[config.mk]
export PLATFORM = sky130hd
export DESIGN_NAME = otter_cu_fsm_flat
export DESIGN_NICKNAME = d
export VERILOG_FILES = /design/src/rtl/otter_cu_fsm_if.sv /design/src/rtl/otter_cu_fsm.sv /design/src/flat_wrapper.sv
export SDC_FILE = /design/constraint.sdc
export NUM_CORES = 1
export LEC_CHECK = 0
export ABC_AREA = 1
export ABC_CLOCK_PERIOD_IN_PS = 1030
export CAP_MARGIN = 20
export CORE_MARGIN = 5
export CORE_UTILIZATION = 25
export CTS_CLUSTER_DIAMETER = 120
export DETAILED_ROUTE_END_ITERATION = 16
export PLACE_DENSITY = 0.72
export SLEW_MARGIN = 20
export SYNTH_ARGS = -nofsm -noshare
export SYNTH_HDL_FRONTEND = slang
export SYNTH_SLANG_ARGS = --single-unit
[constraint.sdc]
create_clock -name clk -period 1.03 [get_ports clk]
set_clock_uncertainty 0.05 [all_clocks]
set_input_delay 0.206 -clock clk [delete_from_list [all_inputs] [get_ports clk]]
set_output_delay 0.206 -clock clk [all_outputs]
set_load 0.05 [all_outputs]
[src/rtl/otter_cu_fsm_if.sv]
// Sequencing-controller bus: decoder/CSR/memory inputs and the commit strobes.
// The controller takes the slave side; the surrounding core drives the master side.
interface otter_cu_fsm_if;
    logic [6:0] opcode;
    logic [2:0] funct3;
    logic       intr;
    logic       mie;
    logic       mem_ready;
    logic       rst_pc;
    logic       pc_write;
    logic       reg_write;
    logic       mem_rden1;
    logic       mem_rden2;
    logic       mem_we2;
    logic       csr_we;
    logic       int_taken;
    logic       mret_exec;
    logic [2:0] state_o;

    modport slave (
        input  opcode, funct3, intr, mie, mem_ready,
        output rst_pc, pc_write, reg_write, mem_rden1, mem_rden2,
               mem_we2, csr_we, int_taken, mret_exec, state_o
    );

    modport master (
        output opcode, funct3, intr, mie, mem_ready,
        input  rst_pc, pc_write, reg_write, mem_rden1, mem_rden2,
               mem_we2, csr_we, int_taken, mret_exec, state_o
    );
endinterface

[src/rtl/otter_cu_fsm.sv]
// OTTER multicycle sequencer: fetch / execute / load writeback / trap entry,
// producing the commit strobes and owning the pending-interrupt latch.
module otter_cu_fsm (
    input  logic            clk,
    input  logic            rst_n,
    otter_cu_fsm_if.slave   bus
);
    typedef enum logic [2:0] {
        ST_INIT  = 3'd0,
        ST_FETCH = 3'd1,
        ST_EXEC  = 3'd2,
        ST_WB    = 3'd3,
        ST_INTR  = 3'd4
    } state_t;

    localparam logic [6:0] OP_LOAD   = 7'b0000011;
    localparam logic [6:0] OP_STORE  = 7'b0100011;
    localparam logic [6:0] OP_BRANCH = 7'b1100011;
    localparam logic [6:0] OP_LUI    = 7'b0110111;
    localparam logic [6:0] OP_AUIPC  = 7'b0010111;
    localparam logic [6:0] OP_JAL    = 7'b1101111;
    localparam logic [6:0] OP_JALR   = 7'b1100111;
    localparam logic [6:0] OP_IMM    = 7'b0010011;
    localparam logic [6:0] OP_REG    = 7'b0110011;
    localparam logic [6:0] OP_SYSTEM = 7'b1110011;

    state_t r_state;
    state_t w_next;
    logic   r_pend;
    logic   w_take;

    logic w_rst_pc;
    logic w_pc_write;
    logic w_reg_write;
    logic w_mem_rden1;
    logic w_mem_rden2;
    logic w_mem_we2;
    logic w_csr_we;
    logic w_int_taken;
    logic w_mret_exec;

    always_ff @(posedge clk or negedge rst_n) begin
        if (!rst_n) begin
            r_state <= ST_INIT;
        end else begin
            r_state <= w_next;
        end
    end

    // Sticky until trap entry completes; the clear wins over a same-cycle request.
    always_ff @(posedge clk or negedge rst_n) begin
        if (!rst_n) begin
            r_pend <= 1'b0;
        end else if (r_state == ST_INTR) begin
            r_pend <= 1'b0;
        end else if (bus.intr) begin
            r_pend <= 1'b1;
        end
    end

    // The live request is ORed in so an interrupt coinciding with retire is not lost.
    assign w_take = (r_pend | bus.intr) & bus.mie;

    always_comb begin
        w_next      = ST_INIT;
        w_rst_pc    = 1'b0;
        w_pc_write  = 1'b0;
        w_reg_write = 1'b0;
        w_mem_rden1 = 1'b0;
        w_mem_rden2 = 1'b0;
        w_mem_we2   = 1'b0;
        w_csr_we    = 1'b0;
        w_int_taken = 1'b0;
        w_mret_exec = 1'b0;

        case (r_state)
            ST_INIT: begin
                w_rst_pc = 1'b1;
                w_next   = ST_FETCH;
            end

            ST_FETCH: begin
                w_mem_rden1 = 1'b1;
                w_next      = bus.mem_ready ? ST_EXEC : ST_FETCH;
            end

            ST_EXEC: begin
                w_next = w_take ? ST_INTR : ST_FETCH;
                case (bus.opcode)
                    OP_LOAD: begin
                        w_mem_rden2 = 1'b1;
                        w_next      = ST_WB;
                    end
                    OP_STORE: begin
                        w_mem_we2  = 1'b1;
                        w_pc_write = 1'b1;
                    end
                    OP_BRANCH: begin
                        w_pc_write = 1'b1;
                    end
                    OP_LUI, OP_AUIPC, OP_JAL, OP_JALR, OP_IMM, OP_REG: begin
                        w_reg_write = 1'b1;
                        w_pc_write  = 1'b1;
                    end
                    OP_SYSTEM: begin
                        w_pc_write = 1'b1;
                        if (bus.funct3 == 3'b000) begin
                            w_mret_exec = 1'b1;
                        end else begin
                            w_csr_we    = 1'b1;
                            w_reg_write = 1'b1;
                        end
                    end
                    default: begin
                        w_pc_write = 1'b1;
                    end
                endcase
            end

            ST_WB: begin
                w_mem_rden2 = 1'b1;
                if (bus.mem_ready) begin
                    w_reg_write = 1'b1;
                    w_pc_write  = 1'b1;
                    w_next      = w_take ? ST_INTR : ST_FETCH;
                end else begin
                    w_next = ST_WB;
                end
            end

            ST_INTR: begin
                w_int_taken = 1'b1;
                w_pc_write  = 1'b1;
                w_next      = ST_FETCH;
            end

            default: begin
                w_next = ST_INIT;
            end
        endcase
    end

    assign bus.rst_pc    = w_rst_pc;
    assign bus.pc_write  = w_pc_write;
    assign bus.reg_write = w_reg_write;
    assign bus.mem_rden1 = w_mem_rden1;
    assign bus.mem_rden2 = w_mem_rden2;
    assign bus.mem_we2   = w_mem_we2;
    assign bus.csr_we    = w_csr_we;
    assign bus.int_taken = w_int_taken;
    assign bus.mret_exec = w_mret_exec;
    assign bus.state_o   = r_state;
endmodule
[src/flat_wrapper.sv]
// flat-port wrapper written by rule: the top's interface ports become plain ports
module otter_cu_fsm_flat 
  (clk, rst_n, bus_opcode, bus_funct3, bus_intr, bus_mie, bus_mem_ready, bus_rst_pc, bus_pc_write, bus_reg_write, bus_mem_rden1, bus_mem_rden2, bus_mem_we2, bus_csr_we, bus_int_taken, bus_mret_exec, bus_state_o);
  otter_cu_fsm_if bus_i ();
  input  logic clk;
  input  logic rst_n;
  input wire logic [$bits(bus_i.opcode)-1:0] bus_opcode;
  input wire logic [$bits(bus_i.funct3)-1:0] bus_funct3;
  input wire logic [$bits(bus_i.intr)-1:0] bus_intr;
  input wire logic [$bits(bus_i.mie)-1:0] bus_mie;
  input wire logic [$bits(bus_i.mem_ready)-1:0] bus_mem_ready;
  output wire logic [$bits(bus_i.rst_pc)-1:0] bus_rst_pc;
  output wire logic [$bits(bus_i.pc_write)-1:0] bus_pc_write;
  output wire logic [$bits(bus_i.reg_write)-1:0] bus_reg_write;
  output wire logic [$bits(bus_i.mem_rden1)-1:0] bus_mem_rden1;
  output wire logic [$bits(bus_i.mem_rden2)-1:0] bus_mem_rden2;
  output wire logic [$bits(bus_i.mem_we2)-1:0] bus_mem_we2;
  output wire logic [$bits(bus_i.csr_we)-1:0] bus_csr_we;
  output wire logic [$bits(bus_i.int_taken)-1:0] bus_int_taken;
  output wire logic [$bits(bus_i.mret_exec)-1:0] bus_mret_exec;
  output wire logic [$bits(bus_i.state_o)-1:0] bus_state_o;
  assign bus_i.opcode = bus_opcode;
  assign bus_i.funct3 = bus_funct3;
  assign bus_i.intr = bus_intr;
  assign bus_i.mie = bus_mie;
  assign bus_i.mem_ready = bus_mem_ready;
  assign bus_rst_pc = bus_i.rst_pc;
  assign bus_pc_write = bus_i.pc_write;
  assign bus_reg_write = bus_i.reg_write;
  assign bus_mem_rden1 = bus_i.mem_rden1;
  assign bus_mem_rden2 = bus_i.mem_rden2;
  assign bus_mem_we2 = bus_i.mem_we2;
  assign bus_csr_we = bus_i.csr_we;
  assign bus_int_taken = bus_i.int_taken;
  assign bus_mret_exec = bus_i.mret_exec;
  assign bus_state_o = bus_i.state_o;
  otter_cu_fsm u_core (.clk(clk), .rst_n(rst_n), .bus(bus_i));
endmodule
==> results of run 1 <==
==> state kept, by name (all words and copies together) (netlist names) <==
register            count
u_core.bus.state_o      3
u_core.r_pend           1
==> metal layers <==
metal / share of wire (%) / GRT usage (%) / vias up
li1: - / - / 320
met4: 2.2 / 12.1 / 0
met1: 36 / 12.2 / 292
met2: 56 / 30.3 / 23
met3: 6.1 / 3.49 / 6
met5: 0 / 0 / -
==> metrics by stage <==
stage	area [um2]	hold slack (ns)	power [mW]	instances
after floorplan	493	-0.140	1.23	68
after global placement	1010	0.367	2.23	125
after detailed placement	1010	0.374	2.27	125
after CTS	1110	0.111	2.69	134
after global routing	1160	0.122	3.03	138
final	1160	0.122	2.88	138
==> area by class of cell <==
type / count / area (um2) / area share (%)
well taps: 16 / 20.0 / 1.72
clock buffers: 4 / 26.3 / 2.26
flip-flops and latches: 4 / 104 / 8.92
inverters: 14 / 65.1 / 5.59
repair buffers: 50 / 574 / 49.4
multi-input cells: 50 / 374 / 32.2
==> worst max-delay path, stage by stage (launching register included) <==
cell	delay, ns
dfrtp_2	0.42
inv_4	0.08
nand2_2	0.06
nor2_2	0.16
nand2_2	0.11
nand3b_1	0.16
buf_12	0.15
==> how the worst min path moves through the flow <==
stage	from	depth (start not counted)	slack, ns	end
2_1_floorplan	rst_n	0	-0.14	u_core.bus.state_o[0]$_DFF_PN0_
3_3_place_gp	rst_n	1	0.37	u_core.r_pend$_DFFE_PN0P_
3_5_place_dp	rst_n	1	0.37	u_core.r_pend$_DFFE_PN0P_
4_1_cts	rst_n	1	0.11	u_core.r_pend$_DFFE_PN0P_
5_1_grt	rst_n	1	0.12	u_core.bus.state_o[2]$_DFF_PN0_
6_report	rst_n	1	0.12	u_core.bus.state_o[2]$_DFF_PN0_
==> power breakdown <==
group / leakage, nW / switching [mW] / internal [mW] / total [mW]
sequential: 0.0427 / 0.0633 / 0.221 / 0.284
clock: 0.0150 / 0.0715 / 0.146 / 0.217
combinational: 0.496 / 1.21 / 1.17 / 2.38
total: 0.554 / 1.35 / 1.54 / 2.88
==> logic make-up (layout without fill, tap and decap cells) <==
logic type             after synthesis  in the layout  synth area share (%)
DFF                                  4              4                  23.6
buffers and inverters               14             68                  12.4
and+or+nand+nor                     46             46                  59.3
AOI/OAI and AO/OA                    4              4                  4.72
==> cell usage after synthesis <==
| cell | instances |
|---|---|
| inv_1 | 10 |
| nand2_1 | 18 |
| nor2_4 | 2 |
| nand3b_1 | 1 |
| nor3_2 | 1 |
| nor3_1 | 1 |
| a21oi_1 | 1 |
| o21ai_1 | 1 |
| nand3_1 | 4 |
| inv_2 | 4 |
| nand2_2 | 3 |
| dfrtp_1 | 4 |
| nand3_2 | 3 |
| nand3_4 | 1 |
| o21ai_0 | 2 |
| nor2_2 | 3 |
| nor2_1 | 9 |
==> what timing repair did <==
| action | 4_1_cts | 5_1_grt |
|---|---|---|
| buffers inserted | 5 | 4 |
| gates resized for setup | 23 | 5 |
| setup endpoints to repair | 16 | 16 |
| pin swaps | 12 | 2 |
==> results.json, run 1 <==
{
  "clock_latency_ns": 0.23,
  "clockBufferDepth": 2,
  "cts_made_buffers": 3,
  "antenna_found_initial": 0,
  "grt_pass1_vias": 694,
  "drive_gt1_share_pct": 62.3,
  "diodes": 0,
  "core_area_um2": 1560,
  "ir_worst_vdd_uv": 2150,
  "netlist_instances": 68,
  "mostFrequentLayoutCell": "buf_4",
  "synth.distinct_cells": 17,
  "hold_viol": 0,
  "ctsHoldBuffers": 0,
  "ff2ff_setup_slack_ns": -0.35,
  "pwr_density_cell_nw_per_um2": 2480,
  "post-route-min-period_ns": 1.63,
  "crit_fanout": 3,
  "routabilityCongestion": 0.813,
  "place_ws_ns": -0.650,
  "grt_max_degree": 5,
  "numPortBuffers": 26,
  "cp-end-kind": "primary output",
  "grt_setup_unrepaired": "yes",
  "violations": "negative setup slack",
  "syn_area_per_cell_um2": 6.24,
  "die_x_um": 51.2,
  "mostFrequentLayoutCells": "18 x buf_4, 14 x nand2_1, 12 x buf_12",
  "drt-total-wl_um": 1900,
  "cp-endpoint": "bus_pc_write",
  "worst_setup_path_start_kind": "flip-flop",
  "syn_nets": 83,
  "final_max_slew_viol_count": 0,
  "cp-startpoint": "u_core.bus.state_o[2]$_DFF_PN0_",
  "rows": 14,
  "max_cap_violations": 0,
  "min_path_type": "primary input to asynchronous set/reset pin",
  "drtAntennaViolNets": 0,
  "clock-root-buffer": "clkbuf_4",
  "io_pins": 27,
  "setup_tns_ns": -6.82,
  "critical_path_required_ns": 0.77,
  "cts_tree": "done",
  "r2r_end": "u_core.bus.state_o[1]$_DFF_PN0_",
  "hpwlAfterDp_um": 1310,
  "first_pass_iters": 3,
  "htree_levels": 1,
  "yosysSeqAreaShare_pct": 23.6,
  "final_util_pct": 74.6,
  "period_share_pct": 158,
  "slew_headroom_pct": 81.2,
  "yosys-top-cells-area": "dfrtp_1 24%, nand2_1 16%, inv_1 8.8%",
  "critical_path_class": "flip-flop to primary output",
  "yosysTopAreaCell": "dfrtp_1",
  "initial_core_util_pct": 27.2,
  "initialDrtViolationCount": 3,
  "p_leak_nw": 0.554,
  "detail_route.wl_per_cell_um": 13.7,
  "grt-ovfl-total": 0,
  "yosys_warnings": 0,
  "fill_cells": 100,
  "layout.nets": 138,
  "status": "finished with violations",
  "synth_area_um2": 424,
  "reg2reg_depth": 8,
  "ys_ff_latch": 4,
  "synthToLayoutAreaGrowth_pct": 174,
  "vias": 641,
  "vias_per_cell": 4.64,
  "final-setup-viol-count": 16,
  "dieArea_um2": 2620,
  "r2r_start": "u_core.bus.state_o[0]$_DFF_PN0_",
  "tightest_slew_ns": 0.280,
  "setup_slack_ns": -0.596,
  "drc": 0,
  "fp.dieH_um": 51.2,
  "clkTransAtPathRegs_ns": 0.04,
  "crit_arrival_ns": 1.37,
  "grt_pass1_wl_um": 2890,
  "cts.sink_count": 4,
  "fmax_ghz": 0.615,
  "synth_top_area_share_pct": 23.6,
  "track_usage_pct": 15.1
}
Power figures use the tool's default switching activity.
==> inputs of run 2 (changes only) <==
- GPL_ROUTABILITY_DRIVEN: unset -> 0
- PLACE_DENSITY: 0.72 -> unset
==> results.json, run 2 (synthesized netlist as in run 1, its figures left out) <==
{
  "critical_path_class": "flip-flop to primary output",
  "final-setup-viol-count": 16,
  "slew_headroom_pct": 86.8,
  "stdcell_area_um2": 1170,
  "cpMostUsedCell": "nand3_4",
  "largest_reg_flops": 3,
  "fmax_ghz": 0.633,
  "grt_pass1_wl_um": 2590,
  "reg2reg_depth": 6,
  "place_area_um2": 1020,
  "hpwlAfterDp_um": 1230,
  "r2r_start": "u_core.bus.state_o[1]$_DFF_PN0_",
  "p_leak_nw": 0.553,
  "mostFrequentLayoutCells": "16 x nand2_1, 14 x buf_4, 12 x buf_12",
  "cts_tree": "done",
  "multi_input_area_um2": 375,
  "drtAntennaViolNets": 0,
  "vias_per_cell": 4.69,
  "numPortBuffers": 26,
  "setup_tns_ns": -5.77,
  "worst_path_largest_cell_delay_ns": 0.41,
  "violations": "negative setup slack",
  "crit_fanout": 4,
  "drc": 0,
  "clkTransAtPathRegs_ns": 0.04,
  "htree_levels": 1,
  "crit_arrival_ns": 1.32,
  "cp_num_cells": 6,
  "cp-startpoint": "u_core.bus.state_o[2]$_DFF_PN0_",
  "pwr_density_cell_nw_per_um2": 2420,
  "mostFrequentLayoutCell": "nand2_1",
  "r2r_end": "u_core.bus.state_o[2]$_DFF_PN0_",
  "critPathBufInv": 3,
  "rows": 14,
  "antenna_found_initial": 0,
  "post-route-min-period_ns": 1.58,
  "grt-ovfl-total": 0,
  "io_pins": 27,
  "drive_gt1_share_pct": 60.3,
  "vias": 643,
  "fin_total_pwr_mw": 2.82,
  "initial_core_util_pct": 27.2,
  "diodes": 0,
  "clockBufferDepth": 2,
  "status": "finished with violations",
  "min_path_type": "primary input to asynchronous set/reset pin",
  "final_max_slew_viol_count": 0,
  "path_delay_family": "flip-flops",
  "critical_path_required_ns": 0.77,
  "fp.dieH_um": 51.2,
  "core_area_um2": 1560,
  "hold_viol": 0,
  "clock_latency_ns": 0.24,
  "clock-root-buffer": "clkbuf_4",
  "detail_route.wl_per_cell_um": 12.1,
  "place_ws_ns": -0.623,
  "worstPathCellList": "inv_4 -> nand3_4 -> nor2_4 -> nand3_4 -> clkinvlp_4 -> buf_12",
  "die_x_um": 51.2,
  "cp-end-kind": "primary output",
  "finalNonFillerCells": 137,
  "track_usage_pct": 13.1,
  "grt_pass1_vias": 660,
  "dieArea_um2": 2620,
  "period_share_pct": 153,
  "fill_cells": 121,
  "synthToLayoutAreaGrowth_pct": 176,
  "ff2ff_setup_slack_ns": -0.13,
  "worst_setup_path_start_kind": "flip-flop",
  "grt_setup_unrepaired": "yes",
  "max_cap_violations": 0,
  "grt_max_degree": 5,
  "regArea_um2": 104,
  "tightest_slew_ns": 0.197,
  "drt-total-wl_um": 1660,
  "final_util_pct": 75.0,
  "cp-endpoint": "bus_csr_we",
  "cts.sink_count": 4,
  "place_inst": 127,
  "first_pass_iters": 4,
  "ir_worst_vdd_uv": 1870,
  "cts_made_buffers": 3,
  "layout.nets": 137,
  "crit_slowest_cell": "dfrtp_2",
  "setup_slack_ns": -0.549,
  "fin_hold_ws_ns": 0.111,
  "initialDrtViolationCount": 6
}
[run 2: cell count changes in the layout (fill, tap and decap cells not counted), moves of 2 or more]
cell,delta
nand2_2,-2
buf_4,-4
buf_6,+3
nand2_1,+2
[run 2: worst min path at each step]
| stage | to | cells past startpoint | start |
|---|---|---|---|
| 2_1_floorplan | u_core.bus.state_o[0]$_DFF_PN0_ | 0 | rst_n |
| 3_3_place_gp | u_core.r_pend$_DFFE_PN0P_ | 1 | rst_n |
| 3_5_place_dp | u_core.r_pend$_DFFE_PN0P_ | 1 | rst_n |
| 4_1_cts | u_core.bus.state_o[0]$_DFF_PN0_ | 1 | rst_n |
| 5_1_grt | u_core.bus.state_o[1]$_DFF_PN0_ | 1 | rst_n |
| 6_report | u_core.bus.state_o[0]$_DFF_PN0_ | 1 | rst_n |
[run 2: report_power, final]
part / total [mW] / internal, mW / switching (mW) / leakage [nW]
clock network: 0.214 / 0.146 / 0.0686 / 0.0150
registers: 0.282 / 0.221 / 0.0613 / 0.0427
logic: 2.33 / 1.15 / 1.18 / 0.496
total: 2.82 / 1.51 / 1.31 / 0.553
[run 2: final cells by class]
class,instances,area share (%)
multi-input combinational,50,32.1
inverter,14,5.57
tap,16,1.71
sequential,4,8.89
timing repair buffer,49,49.5
clock buffer,4,2.25
[run 2: routing by layer]
| layer | part of all wire [%] | GRT usage [%] |
|---|---|---|
| met4 | 3.9 | 8.07 |
| met2 | 53 | 25.5 |
| met5 | 0 | 0 |
| met3 | 9.0 | 3.20 |
| met1 | 34 | 12.0 |
[run 2: timing repair]
item	in CTS	in global routing
resized for setup	28	2
hold buffers	0	0
pin swaps	10	0
endpoints found under the setup margin	16	16
cloned	0	0
setup buffers	4	2
